## config.mk

```make
export PLATFORM = sky130hd
export DESIGN_NAME = cache_refill_ctrl_flat
export DESIGN_NICKNAME = d
export VERILOG_FILES = /design/src/rtl/cache_define.sv /design/src/rtl/cache_refill_ctrl_if.sv /design/src/rtl/cache_plru.sv /design/src/rtl/cache_refill_ctrl.sv /design/src/flat_wrapper.sv
export SDC_FILE = /design/constraint.sdc
export NUM_CORES = 1
export LEC_CHECK = 0
export CAP_MARGIN = 20
export CORE_MARGIN = 2
export CORE_UTILIZATION = 55
export DETAILED_ROUTE_END_ITERATION = 8
export GPL_ROUTABILITY_DRIVEN = 1
export PLACE_DENSITY = 0.77
export SLEW_MARGIN = 40
export SYNTH_ARGS = -nofsm -noshare
export SYNTH_HDL_FRONTEND = slang
export SYNTH_SLANG_ARGS = --single-unit
```

## constraint.sdc

```tcl
create_clock -name clk -period 5.7 [get_ports clk]
set_input_delay 1.14 -clock clk [delete_from_list [all_inputs] [get_ports clk]]
set_output_delay 1.14 -clock clk [all_outputs]
set_load 0.1 [all_outputs]
```

## src/rtl/cache_define.sv

```systemverilog
// Shared definitions for the 4-way cache: widths, address slicing, way codes,
// refill FSM states and the tree pseudo-LRU helper functions.
package cache_define;

    localparam int ADDR_WIDTH     = 8;
    localparam int TAG_WIDTH      = 4;
    localparam int INDEX_WIDTH    = 4;
    localparam int LINE_NUM       = 1 << INDEX_WIDTH;
    localparam int WAY_NUM        = 4;
    localparam int WAY_CODE_WIDTH = $clog2(WAY_NUM) + 1;
    localparam int PLRU_WIDTH     = WAY_NUM - 1;

    localparam int INDEX_MSB = ADDR_WIDTH - 1;
    localparam int INDEX_LSB = ADDR_WIDTH - INDEX_WIDTH;
    localparam int TAG_MSB   = TAG_WIDTH - 1;
    localparam int TAG_LSB   = 0;

    typedef logic [WAY_CODE_WIDTH-1:0] way_code_t;
    typedef logic [PLRU_WIDTH-1:0]     plru_bits_t;

    localparam way_code_t REPLACE_WAY0 = 3'd0;
    localparam way_code_t REPLACE_WAY1 = 3'd1;
    localparam way_code_t REPLACE_WAY2 = 3'd2;
    localparam way_code_t REPLACE_WAY3 = 3'd3;

    typedef enum logic [1:0] {
        IDLE     = 2'd0,
        MEM_REQ  = 2'd1,
        MEM_WAIT = 2'd2,
        REFILL   = 2'd3
    } refill_state_t;

    function automatic logic [INDEX_WIDTH-1:0] addr_index(input logic [ADDR_WIDTH-1:0] addr);
        return addr[INDEX_MSB:INDEX_LSB];
    endfunction

    function automatic logic [TAG_WIDTH-1:0] addr_tag(input logic [ADDR_WIDTH-1:0] addr);
        return addr[TAG_MSB:TAG_LSB];
    endfunction

    // b0 picks the pair, b1 picks within ways 0/1, b2 picks within ways 2/3.
    function automatic way_code_t plru_victim(input plru_bits_t bits);
        if (!bits[0])
            return bits[1] ? REPLACE_WAY1 : REPLACE_WAY0;
        else
            return bits[2] ? REPLACE_WAY3 : REPLACE_WAY2;
    endfunction

    function automatic plru_bits_t plru_touch(input plru_bits_t bits, input way_code_t way);
        plru_bits_t nxt;
        nxt = bits;
        case (way)
            REPLACE_WAY0: begin nxt[0] = 1'b1; nxt[1] = 1'b1; end
            REPLACE_WAY1: begin nxt[0] = 1'b1; nxt[1] = 1'b0; end
            REPLACE_WAY2: begin nxt[0] = 1'b0; nxt[2] = 1'b1; end
            REPLACE_WAY3: begin nxt[0] = 1'b0; nxt[2] = 1'b0; end
            default:      nxt = bits;
        endcase
        return nxt;
    endfunction

    // Several ways hitting at once is tolerated; the lowest one wins.
    function automatic way_code_t lowest_hit(input logic [WAY_NUM-1:0] hit);
        if (hit[0])      return REPLACE_WAY0;
        else if (hit[1]) return REPLACE_WAY1;
        else if (hit[2]) return REPLACE_WAY2;
        else             return REPLACE_WAY3;
    endfunction

endpackage

```

## src/rtl/cache_refill_ctrl_if.sv

```systemverilog
// Core-side access port, memory fetch handshake and refill outputs of the
// cache refill controller, bundled with controller (slave) and environment (master) views.
interface cache_refill_ctrl_if;
    import cache_define::*;

    logic                  req_valid;
    logic [ADDR_WIDTH-1:0] req_addr;
    logic [WAY_NUM-1:0]    hit_en;
    logic                  req_done;
    logic                  busy;
    logic                  mem_req_valid;
    logic [ADDR_WIDTH-1:0] mem_req_addr;
    logic                  mem_req_ready;
    logic                  mem_resp_valid;
    logic                  read_main_memory_en;
    logic [ADDR_WIDTH-1:0] addr_to_main_memory;
    way_code_t             replaced_way;

    modport slave (
        input  req_valid, req_addr, hit_en, mem_req_ready, mem_resp_valid,
        output req_done, busy, mem_req_valid, mem_req_addr,
               read_main_memory_en, addr_to_main_memory, replaced_way
    );

    modport master (
        output req_valid, req_addr, hit_en, mem_req_ready, mem_resp_valid,
        input  req_done, busy, mem_req_valid, mem_req_addr,
               read_main_memory_en, addr_to_main_memory, replaced_way
    );

endinterface

```

## src/rtl/cache_plru.sv

```systemverilog
// Per-set 3-bit tree pseudo-LRU store: combinational victim lookup for one
// index and a single update port.
module cache_plru
    import cache_define::*;
(
    input  logic                   clk,
    input  logic                   rst_n,
    input  logic [INDEX_WIDTH-1:0] query_index,
    output way_code_t              victim,
    input  logic                   upd_en,
    input  logic [INDEX_WIDTH-1:0] upd_index,
    input  way_code_t              upd_way
);

    plru_bits_t plru [LINE_NUM];

    assign victim = plru_victim(plru[query_index]);

    always_ff @(posedge clk or negedge rst_n) begin
        if (!rst_n) begin
            for (int i = 0; i < LINE_NUM; i++)
                plru[i] <= '0;
        end else if (upd_en) begin
            plru[upd_index] <= plru_touch(plru[upd_index], upd_way);
        end
    end

endmodule

```

## src/rtl/cache_refill_ctrl.sv

```systemverilog
// Miss handler for the 4-way cache: answers hits, fetches missing lines over a
// valid/ready handshake and issues a one-cycle refill strobe with the victim way.
module cache_refill_ctrl
    import cache_define::*;
(
    input  logic              clk,
    input  logic              rst_n,
    cache_refill_ctrl_if.slave bus
);

    refill_state_t         state;
    logic [ADDR_WIDTH-1:0] miss_addr;
    way_code_t             victim_q;
    way_code_t             lookup_victim;
    logic                  lookup_hit;
    logic                  miss_start;
    logic                  upd_en;
    logic [INDEX_WIDTH-1:0] upd_index;
    way_code_t             upd_way;

    assign lookup_hit = (state == IDLE) && bus.req_valid && (|bus.hit_en);
    assign miss_start = (state == IDLE) && bus.req_valid && !(|bus.hit_en);
    assign bus.req_done = lookup_hit;

    // Hits only count in IDLE and the refill update only happens in REFILL,
    // so one shared update port is enough.
    assign upd_en    = lookup_hit || (state == REFILL);
    assign upd_index = (state == REFILL) ? addr_index(miss_addr) : addr_index(bus.req_addr);
    assign upd_way   = (state == REFILL) ? victim_q : lowest_hit(bus.hit_en);

    cache_plru u_plru (
        .clk         (clk),
        .rst_n       (rst_n),
        .query_index (addr_index(bus.req_addr)),
        .victim      (lookup_victim),
        .upd_en      (upd_en),
        .upd_index   (upd_index),
        .upd_way     (upd_way)
    );

    always_ff @(posedge clk or negedge rst_n) begin
        if (!rst_n) begin
            state                   <= IDLE;
            miss_addr               <= '0;
            victim_q                <= REPLACE_WAY0;
            bus.busy                <= 1'b0;
            bus.mem_req_valid       <= 1'b0;
            bus.mem_req_addr        <= '0;
            bus.read_main_memory_en <= 1'b0;
            bus.addr_to_main_memory <= '0;
            bus.replaced_way        <= REPLACE_WAY0;
        end else begin
            case (state)
                IDLE: begin
                    if (miss_start) begin
                        miss_addr         <= bus.req_addr;
                        victim_q          <= lookup_victim;
                        bus.mem_req_addr  <= bus.req_addr;
                        bus.mem_req_valid <= 1'b1;
                        bus.busy          <= 1'b1;
                        state             <= MEM_REQ;
                    end
                end
                MEM_REQ: begin
                    if (bus.mem_req_ready) begin
                        bus.mem_req_valid <= 1'b0;
                        state             <= MEM_WAIT;
                    end
                end
                MEM_WAIT: begin
                    if (bus.mem_resp_valid) begin
                        bus.read_main_memory_en <= 1'b1;
                        bus.addr_to_main_memory <= miss_addr;
                        bus.replaced_way        <= victim_q;
                        state                   <= REFILL;
                    end
                end
                REFILL: begin
                    bus.read_main_memory_en <= 1'b0;
                    bus.busy                <= 1'b0;
                    state                   <= IDLE;
                end
                default: state <= IDLE;
            endcase
        end
    end

endmodule

```

## src/flat_wrapper.sv

```systemverilog
// flat-port wrapper written by rule: the top's interface ports become plain ports
module cache_refill_ctrl_flat import cache_define::*;
  (clk, rst_n, bus_req_valid, bus_req_addr, bus_hit_en, bus_mem_req_ready, bus_mem_resp_valid, bus_req_done, bus_busy, bus_mem_req_valid, bus_mem_req_addr, bus_read_main_memory_en, bus_addr_to_main_memory, bus_replaced_way);
  cache_refill_ctrl_if bus_i ();
  input  logic clk;
  input  logic rst_n;
  input wire logic [$bits(bus_i.req_valid)-1:0] bus_req_valid;
  input wire logic [$bits(bus_i.req_addr)-1:0] bus_req_addr;
  input wire logic [$bits(bus_i.hit_en)-1:0] bus_hit_en;
  input wire logic [$bits(bus_i.mem_req_ready)-1:0] bus_mem_req_ready;
  input wire logic [$bits(bus_i.mem_resp_valid)-1:0] bus_mem_resp_valid;
  output wire logic [$bits(bus_i.req_done)-1:0] bus_req_done;
  output wire logic [$bits(bus_i.busy)-1:0] bus_busy;
  output wire logic [$bits(bus_i.mem_req_valid)-1:0] bus_mem_req_valid;
  output wire logic [$bits(bus_i.mem_req_addr)-1:0] bus_mem_req_addr;
  output wire logic [$bits(bus_i.read_main_memory_en)-1:0] bus_read_main_memory_en;
  output wire logic [$bits(bus_i.addr_to_main_memory)-1:0] bus_addr_to_main_memory;
  output wire logic [$bits(bus_i.replaced_way)-1:0] bus_replaced_way;
  assign bus_i.req_valid = bus_req_valid;
  assign bus_i.req_addr = bus_req_addr;
  assign bus_i.hit_en = bus_hit_en;
  assign bus_i.mem_req_ready = bus_mem_req_ready;
  assign bus_i.mem_resp_valid = bus_mem_resp_valid;
  assign bus_req_done = bus_i.req_done;
  assign bus_busy = bus_i.busy;
  assign bus_mem_req_valid = bus_i.mem_req_valid;
  assign bus_mem_req_addr = bus_i.mem_req_addr;
  assign bus_read_main_memory_en = bus_i.read_main_memory_en;
  assign bus_addr_to_main_memory = bus_i.addr_to_main_memory;
  assign bus_replaced_way = bus_i.replaced_way;
  cache_refill_ctrl u_core (.clk(clk), .rst_n(rst_n), .bus(bus_i));
endmodule
```

==> reports/summary.txt <==
Worst Hold Launch: u_core.bus.read_main_memory_en
Seq pwr share: 0.346
Hold EP: u_core.bus.read_main_memory_en
Final-report hold violation count: 0
Clock root buffer: clkbuf_8
Sequential-to-total area share from yosys stat: 0.4859
Sw frac: 0.4622
Critical Path AT: 2680 ps
CP required: 4560 ps
PnR worst setup slack: 1882 ps
Initial Util: 0.5596
Clk pwr share: 0.156
Final HPWL DP: 5666 um
Logic gate share of total power: 0.498
Final min period: 3818 ps
Power density of the placed cells: 621.1 nW/um^2
Switching power: 0.001232 W
Peak supply drop: 281.3 uV
Status: finished clean
Cell taking the most area after synthesis: dfrtp_1
Die width: 86.68 um
Post-synth EDFFs: 0
GR Util All Layers: 0.2320
CP startpoint kind: primary input
Synth top area share: 0.4859
# IOs: 40
Layout Nets: 349
HP Class: register to register
Origin of the critical flop-to-flop path: u_core.state[0]
Clk buf depth: 2
Buffer count from post-CTS setup fixing: 0
Max Cap Viol: 0
Vias in the first global route: 2,551
Most frequent cells in the layout: dfrtp_1 (73), mux2_2 (62), nand2_1 (43), buf_2 (23), mux4_2 (21)
Number of fill cells: 521
Cell depth of the worst min-delay path: 2
Synth area leaders: dfrtp_1 (49%), mux2_2 (19%), mux4_2 (13%)
H-tree levels: 3
Worst-case reg-to-reg path depth: 6
Rel. slew slack: 0.4894
CTS Hold Buffers Added: 0
Rows: 30
Cells after Synth: 287
Worst Clk Skew: 9.515 ps
Antenna Nets Post-Route: 0
Layout cell share with drive strength beyond 1: 0.3916
GPL Wtd Cong: 0.9171
Fmax: 261.9 MHz
DRT iter0 DRCs: 152
Routed len/inst: 19.48 um
P_int: 0.001433 W
Core Region: 6719 um^2
Unrepaired setup endpoints after global routing: no
Clock Latency Late Sink: 350 ps
PortBufs: 38
CTS tree: yes
Via count: 2,485
Post-synthesis register bit count: 73
Slew Limit Fails: 0
Critical path endpoint category: output pin
Clock sinks: 73
First-pass GRT wire length: 13,060 um
Antenna violations before repair: 0
P_leak: 1.914 nW
Syn Nets: 309
Avg Inst Size Synth: 13.10 um^2
DR DRC count: 0
Vias/cell: 6.032
Worst-Margin Slew: 763.4 ps
Fraction of registers with async set or reset after synthesis: 1.000
Synth cell types: 36
Layout area overhead: 14.11%
Die Height: 86.68 um
Fin Setup TNS: 0 ps
Synthesized cell area: 3760 um^2
Worst slack, placed: 1644 ps
Period utilisation layout: 0.6699
Finished Core Util: 0.6385
Most common cell after layout, fill and taps aside: dfrtp_1
First drt pass iteration count: 4
Largest net degree at the start of global routing: 74
Post-synth top flop: dfrtp_1
Post-cts gate resize count: 0
Critical path fanouts, max: 6
CTS buffer count: 9
Worst reg2reg setup slack: 2500 ps
Crit Path Category: primary input to output pin
Total gr overflow: 0
Ys Warns: 0
RR Endpoint: u_core.u_plru.plru[20]
Ant. Diodes: 0
CTS clk-pin slew, worst paths: 80 ps
Tot Pwr: 0.002665 W
DRT Wirelength: 8025 um
Finish-stage setup viols: 0
Die ar.: 7513 um^2
CP startpoint: bus_hit_en[1]
==> Yosys cell counts (3+ instances only) <==
library cell / instances
dfrtp_1: 73
mux2_2: 62
nand2_1: 43
mux4_2: 21
nor2_1: 11
mux2i_1: 7
nor3_1: 6
clkbuf_1: 5
ha_1: 5
inv_1: 5
o21ai_0: 5
nand3_1: 4
a22oi_1: 3
buf_2: 3
buf_4: 3
nor2b_1: 3
nor4_1: 3
==> final cells by class <==
| cell class | count | area [um^2] | area share |
|---|---|---|---|
| inverter | 5 | 18.77 | 0.004374 |
| clock inverter | 4 | 51.30 | 0.01196 |
| clock buffer | 12 | 155.1 | 0.03616 |
| tap | 80 | 100.1 | 0.02333 |
| timing repair buffer | 41 | 291.5 | 0.06795 |
| sequential | 73 | 1827 | 0.4258 |
| multi-input combinational | 197 | 1847 | 0.4304 |
==> routing by layer <==
metal	vias up	routed length, um	track usage
met5	-	0	0
met4	0	121	0.09943
met3	13	489	0.04571
met2	87	3799	0.3559
met1	1241	3614	0.3254
li1	1144	-	-
==> flip-flops by register name (all words and copies together) (netlist names) <==
| name | cells |
|---|---|
| u_core.bus.addr_to_main_memory | 8 |
| u_core.bus.busy | 1 |
| u_core.bus.mem_req_addr | 8 |
| u_core.bus.mem_req_valid | 1 |
| u_core.bus.read_main_memory_en | 1 |
| u_core.bus.replaced_way | 2 |
| u_core.state | 2 |
| u_core.u_plru.plru | 48 |
| u_core.victim_q | 2 |
==> critical path: stages <==
cell and delay [ps]:
clkdlybuf4s50_1 500, nor4_1 560, nor2_1 150, buf_2 330
==> per-stage QoR <==
| step | hold WS (ps) | area, um^2 | cells |
|---|---|---|---|
| finish | 476.0 | 4290 | 412 |
| global route | 520.1 | 4290 | 412 |
| CTS | 484.0 | 4290 | 412 |
| detailed placement | 466.1 | 4084 | 396 |
| global placement | 463.1 | 4190 | 396 |
| floorplan | 473.8 | 3760 | 287 |
==> cell families (layout without fill, tap and decap cells) <==
kind of cell / count (synthesis) / in the layout / share of synthesized area
muxes: 91 / 91 / 0.3361
AOI/OAI and AO/OA: 25 / 25 / 0.05158
DFF: 73 / 73 / 0.4859
and+or+nand+nor: 75 / 75 / 0.08586
other: 1 / 1 / 0.0009974
adders and majority gates: 5 / 5 / 0.01664
buffers and inverters: 17 / 62 / 0.02296
==> worst max-delay path by stage <==
| stage | end | slack (ps) | cells after the start |
|---|---|---|---|
| final | bus_req_done | 1880 | 4 |
| after global routing | bus_req_done | 1740 | 4 |
| after CTS | bus_req_done | 1880 | 4 |
| after detailed placement | u_core.victim_q[0] | 1640 | 7 |
| after global placement | bus_req_done | 1400 | 4 |
| after floorplan | u_core.u_plru.plru[12] | 1980 | 5 |
==> power by group through the flow <==
stage	registers [W]	logic [W]	clock network, W
after floorplan	0.00136	0.000630	0
after global placement	0.000915	0.00137	0
after detailed placement	0.000927	0.00133	0
after CTS	0.000918	0.00133	0.000422
after global routing	0.000953	0.00140	0.000446
final	0.000922	0.00133	0.000415
(Power assumes the default switching activity.)
